File: src/rtl/uart_tx_param.sv
// Parameterised UART transmitter: start bit, 5..9 data bits LSB first,
// optional odd/even parity, one or two stop bits, registered outputs.
module uart_tx_param #(
   parameter int CLKS_PER_BIT = 16,
   parameter int DATA_BITS    = 8,
   parameter int PARITY       = 0,
   parameter int STOP_BITS    = 1
) (
   input  logic                 clk,
   input  logic                 reset,
   input  logic                 send,
   input  logic [DATA_BITS-1:0] data,
   output logic                 tx,
   output logic                 busy,
   output logic                 done
);

   localparam int BAUD_W = $clog2(CLKS_PER_BIT);
   localparam logic [BAUD_W-1:0] BAUD_LAST =
      BAUD_W'(CLKS_PER_BIT - 1);
   localparam logic [3:0] DATA_LAST = 4'(DATA_BITS - 1);
   localparam logic [3:0] STOP_LAST = 4'(STOP_BITS - 1);
   localparam logic       ODD       = (PARITY == 1);
   localparam logic       HAS_PAR   = (PARITY != 0);

   typedef enum logic [2:0] {
      IDLE  = 3'd0,
      START = 3'd1,
      DATA  = 3'd2,
      PAR   = 3'd3,
      STOP  = 3'd4,
      WAIT  = 3'd5
   } state_t;

   state_t               state;
   logic [BAUD_W-1:0]    baud;
   logic [3:0]           bit_cnt;
   logic [DATA_BITS-1:0] shreg;
   logic                 par_bit;
   logic                 bit_end;

   assign bit_end = (baud == BAUD_LAST);

   always_ff @(posedge clk or posedge reset) begin
      if (reset) begin
         state   <= IDLE;
         tx      <= 1'b1;
         busy    <= 1'b0;
         done    <= 1'b0;
         baud    <= '0;
         bit_cnt <= '0;
         shreg   <= '0;
         par_bit <= 1'b0;
      end else begin
         done <= 1'b0;
         case (state)
            IDLE: begin
               tx      <= 1'b1;
               busy    <= 1'b0;
               baud    <= '0;
               bit_cnt <= '0;
               if (send) begin
                  // Payload and parity are frozen here for the whole frame
                  shreg   <= data;
                  par_bit <= (^data) ^ ODD;
                  state   <= START;
                  tx      <= 1'b0;
                  busy    <= 1'b1;
               end
            end
            START: begin
               if (bit_end) begin
                  baud    <= '0;
                  bit_cnt <= '0;
                  state   <= DATA;
                  tx      <= shreg[0];
                  shreg   <= shreg >> 1;
               end else begin
                  baud <= baud + 1'b1;
               end
            end
            DATA: begin
               if (bit_end) begin
                  baud <= '0;
                  if (bit_cnt == DATA_LAST) begin
                     bit_cnt <= '0;
                     if (HAS_PAR) begin
                        state <= PAR;
                        tx    <= par_bit;
                     end else begin
                        state <= STOP;
                        tx    <= 1'b1;
                     end
                  end else begin
                     bit_cnt <= bit_cnt + 1'b1;
                     tx      <= shreg[0];
                     shreg   <= shreg >> 1;
                  end
               end else begin
                  baud <= baud + 1'b1;
               end
            end
            PAR: begin
               if (bit_end) begin
                  baud    <= '0;
                  bit_cnt <= '0;
                  state   <= STOP;
                  tx      <= 1'b1;
               end else begin
                  baud <= baud + 1'b1;
               end
            end
            STOP: begin
               tx <= 1'b1;
               if (bit_end) begin
                  baud <= '0;
                  if (bit_cnt == STOP_LAST) begin
                     bit_cnt <= '0;
                     state   <= WAIT;
                     busy    <= 1'b0;
                     done    <= 1'b1;
                  end else begin
                     bit_cnt <= bit_cnt + 1'b1;
                  end
               end else begin
                  baud <= baud + 1'b1;
               end
            end
            WAIT: begin
               // A held request must be released before the next frame
               tx   <= 1'b1;
               busy <= 1'b0;
               if (!send) state <= IDLE;
            end
            default: begin
               state   <= IDLE;
               tx      <= 1'b1;
               busy    <= 1'b0;
               baud    <= '0;
               bit_cnt <= '0;
            end
         endcase
      end
   end

endmodule
File: config.mk
export PLATFORM = sky130hd
export DESIGN_NAME = uart_tx_param
export DESIGN_NICKNAME = d
export VERILOG_FILES = /design/src/rtl/uart_tx_param.sv
export SDC_FILE = /design/constraint.sdc
export NUM_CORES = 1
export LEC_CHECK = 0
export ABC_CLOCK_PERIOD_IN_PS = 1910
export CORE_AREA = 3 3 52 89
export CTS_BUF_LIST = sky130_fd_sc_hd__clkbuf_8
export DETAILED_ROUTE_END_ITERATION = 10
export DIE_AREA = 0 0 55 92
export SLEW_MARGIN = 15
export SYNTH_ARGS = -nofsm -noshare
export SYNTH_HDL_FRONTEND = slang
export SYNTH_SLANG_ARGS = --single-unit
File: constraint.sdc
create_clock -name clk -period 1.91 [get_ports clk]
set_clock_uncertainty 0.05 [all_clocks]
set_input_delay 0.382 -clock clk [delete_from_list [all_inputs] [get_ports clk]]
set_output_delay 0.382 -clock clk [all_outputs]
set_load 0.02 [all_outputs]
# After elaboration in Yosys (flattened, before gate mapping)
# Index checks and enable logic that the tools add are counted.
# word_totals
register_bits,22
latch_bits,0
mem_bits_rw,0
romBits,0
out_inout_bits,3
n_memories,0
# op_classes
n_addsub,2
n_mul,0
div,0
order_cmp,0
eq_ne,17
shifts,0
mux,35
bitwise_logic,2
n_reduce_logical,11
# op_table
op,n
8-bit 2-to-1 mux,4
3-bit 2-to-1 mux,8
4-bit 2-to-1 mux,6
8-bit case mux with 3 select lines,1
"2-bit != test, second input constant",9
3-bit case mux with 6 select lines,1
4-bit case mux with 4 select lines,1
1-bit 2-to-1 mux,11
"4-bit by 1-bit adder with 4-bit output, second input constant",2
4-bit case mux with 2 select lines,1
8-bit AND reduction,1
"3-bit by 2-bit equality test with 1-bit output, second input constant",2
"3-bit equality test, second input constant",2
3-bit AND reduction,2
5-bit AND reduction,1
"4-bit by 3-bit equality test with 1-bit output, second input constant",1
"4-bit equality test, second input constant",1
4-bit zero test,1
1-bit case mux with 4 select lines,1
4-bit AND reduction,1
4-bit OR reduction,1
"3-bit by 1-bit equality test with 1-bit output, second input constant",1
3-bit zero test,1
1-bit case mux with 3 select lines,1
other kinds (5),6

# Logic depth before layout (Yosys ltp)
# depth
ltp_word,4
depth_mapped,6
depth_no_buf,6

# Least setup slack after synthesis
# OpenSTA, ideal clock, no wires.
# synth_path
path_kind,register -> register
from,register baud[0]
to,register shreg[0]
setup_ns,0.125
arrival_time_ns,1.674
t_required_ns,1.735
slack_ns,0.061
stages_incl_launch_ff,6
path_buffers,0
synth_period_minus_slack_ns,1.849
cell_sequence,dfrtp_1 ha_1 and3_4 a21o_1 a21oi_4 mux2_4
# synth_via
elab_chain_len,3
elab_cells_between_ends,4
classes_between,eq/ne: 3; reduce/logical: 1
# synth_rtl
element,line_no,text
from (decl),36,logic [BAUD_W-1:0] baud;
from (signal assigned),79,baud <= baud + 1'b1;
from (signal assigned),100,baud <= baud + 1'b1;
from (signal assigned),110,baud <= baud + 1'b1;
4-bit equality test *,42,assign bit_end = (baud == BAUD_LAST);
2-bit != test (no line),--,
5-bit AND reduction (no line) *,--,
to (signal assigned),64,shreg <= data;
to (signal assigned),77,shreg <= shreg >> 1;
to (signal assigned),97,shreg <= shreg >> 1;
to (decl),38,logic [DATA_BITS-1:0] shreg;
# Mark *: on every way between the ends. The rest lies on a longest branch, timed or not.
# A chain may end at the register's enable or synchronous reset.

# Worst setup path in the final report
# layout_path
from,register tx
to,output port tx
# layout_lines
element,line_no,text
from (decl),13,"output logic tx,"
from (signal assigned),76,tx <= shreg[0];
from (signal assigned),89,tx <= par_bit;
from (signal assigned),96,tx <= shreg[0];
# No word-level cell between the ends.

==> qor.txt <==
status = finished clean
Gate Count Post-Synth = 131
crit path max fanout = 2
Die ar. = 0.00506 mm^2
floorplan core area = 0.00398 mm^2
sequential cell area fraction in the yosys report = 0.401
initial core utilization = 0.346
TritonCTS Sinks = 22
dpl hpwl = 2.44 mm
vias in the first global route = 1177
root buf cell = clkbuf_8
r2r worst-path depth = 6
Total Wirelength = 3.12 mm
initial DRC count = 16
Yosys cell types = 50
post-CTS setup buffers = 0
Worst Path Arrival = 1390 ps
Setup crit end kind = primary output
time the worst path needs with I/O delays and setup = 1820 ps
Slew headroom = 0.790
Tcrit/Tclk final = 0.952
Synth area leaders = dfrtp_1, mux2_4, mux2_2
placer congestion estimate = 0.799
CP bufs+invs = 1
pwr/cell area = 1390 mW/mm^2
gr usage total = 0.142
Die X = 55 um
area share of the largest cell type after synthesis = 0.382
count leader, synth = dfrtp_1
setup violators final = 0
CTS tree = built
R2R Path Start = baud[1]
Final Net Count = 174
worst r2r dst = shreg[0]
ANT nets after route = 0
Worst Max-Slew Pin Slew = 313 ps
Synth Area per Inst = 10.5 um^2
MaxCap Viol Count = 0
DR vias = 1157
LEAKAGE = 0.760 nW
required time worst endpoint = 1480 ps
slowest CP cell = clkdlybuf4s50_1
DP Area = 0.00168 mm^2
CTS Buffer Depth = 2
DRC = 0
I/O pin total = 14
slack of the worst reg-to-reg path = 110 ps
total CTS buffers = 3
largest net degree at the start of global routing = 23
Die Height = 92 um
number of I/O port buffers = 13
HP Class = in -> async
pre-CTS WS = -45.9 ps
Synth Warn # = 0
cell taking the most area after synthesis = dfrtp_1
Worst Setup Slack, final = 90.7 ps
crit start category = register
Post-Route Setup TNS = 0 ps
fraction of registers with async set/reset = 1.00
RSZ-0062 raised after global routing = no
number of synthesized flops with an enable pin = 0
Clk Latency, worst-skew pair = 260 ps
Power Total = 2.39 mW
design area = 0.00173 mm^2
max-slew violations = 0
P&R area growth vs syn = 25.5%
max incr delay on CP = 590 ps
layout cells sized above 1 = 0.289
initial antenna violation count = 0
Post-Layout Cell Count = 207
Clock transition at path regs = 80 ps
Hold Fails Final Rpt = 0
synthesized cell area = 0.00138 mm^2
global route overflow = 0
first-pass GRT wire length = 5.35 mm
Synth top cells by count = dfrtp_1, nor2_1, mux2_2, mux2_4, nand3_1
average wire per standard cell = 15.1 um
post-synthesis register bit count = 22
drt pass-1 iters = 4
H-tree depth = 1
kind of critical path = reg -> out
f_max = 0.550 GHz
via/cell ratio = 5.59
peak supply drop = 0.000744 V
row cnt = 30
delay-heaviest family, CP = buffers and inverters
Post-Syn Nets = 145
Top FF cell, synth = dfrtp_1
ant diodes = 0
Cells after DPL = 203
CP Cell Sequence = clkdlybuf4s50_1
[state kept, by name, indices dropped and copies added (netlist names)]
name     cells
state        3
shreg        8
bit_cnt      4
baud         4
done         1
busy         1
tx           1
[worst max path at each step]
stage / from / to / slack (ps) / cells after the start
6_report: tx / tx / 90 / 1
5_1_grt: baud[0] / shreg[1] / 50 / 6
4_1_cts: baud[1] / shreg[1] / 30 / 6
3_5_place_dp: send / shreg[6] / -50 / 6
3_3_place_gp: send / shreg[5] / -30 / 6
2_1_floorplan: baud[0] / shreg[0] / 60 / 5
[worst min-delay path: stages]
cell and delay, ps:
clkdlybuf4s50_1 400, inv_1 50, buf_4 280
[report_power, final]
part	internal, mW	switching, mW
Sequential	0.638	0.152
Combinational	0.737	0.572
Clock	0.144	0.152
[cell usage in the layout, fill, tap and decap left out, types with 2 or more instances in the layout]
| cell type | synthesis | final |
|---|---|---|
| clkdlybuf4s50_1 | 0 | 13 |
| nand2_1 | 3 | 3 |
| a21oi_1 | 6 | 6 |
| o22ai_1 | 5 | 5 |
| o21ai_0 | 2 | 2 |
| nor3b_1 | 2 | 2 |
| inv_1 | 5 | 6 |
| nor2_1 | 9 | 9 |
| mux2_2 | 7 | 7 |
| o21ai_1 | 4 | 4 |
| ha_1 | 3 | 2 |
| mux2_4 | 7 | 7 |
| a32o_1 | 2 | 2 |
| nor4_1 | 2 | 2 |
| nor2b_1 | 2 | 2 |
| nand3_1 | 7 | 7 |
| mux2i_1 | 3 | 3 |
| buf_4 | 1 | 17 |
| nor3_1 | 4 | 4 |
| clkbuf_8 | 0 | 3 |
| nand2b_1 | 3 | 3 |
| dfrtp_1 | 21 | 21 |
[cell families (layout without fill, tap and decap cells)]
family / count (synthesis) / count (layout) / synth area share
AO/OA/AOI/OAI: 28 / 28 / 0.146
XOR/XNOR: 2 / 2 / 0.0127
multiplexers: 17 / 17 / 0.156
buffers and inverters: 13 / 41 / 0.0419
adder cells (fa/ha/maj): 3 / 3 / 0.0273
flip-flops: 22 / 22 / 0.401
AND/OR/NAND/NOR: 46 / 46 / 0.216
[final cells by class]
type / instances / area [um^2]
repair buffers: 31 / 278
clock inverters: 1 / 3.75
flip-flops and latches: 22 / 552
well taps: 48 / 60.1
clock buffers: 3 / 41.3
fillers: 417 / 2250
inverters: 6 / 22.5
multi-input cells: 96 / 768
[through the flow]
step	util	hold slack (ps)
4_1_cts	0.433	421
3_5_place_dp	0.422	435
2_1_floorplan	-	320
5_1_grt	0.434	443
6_report	0.434	407
3_3_place_gp	0.422	433
[layer usage]
layer	up-vias	wire [um]	GRT usage
met1	578	1210	0.166
met2	29	1720	0.241
met4	0	82	0.0669
met3	9	108	0.0179
met5	-	0	0
li1	541	-	-
[what timing repair did]
action                                  4_1_cts  5_1_grt
gates resized for setup                       0        1
endpoints found under the setup margin        0        8
hold buffers                                  0        0
Power figures use the tool's default switching activity.
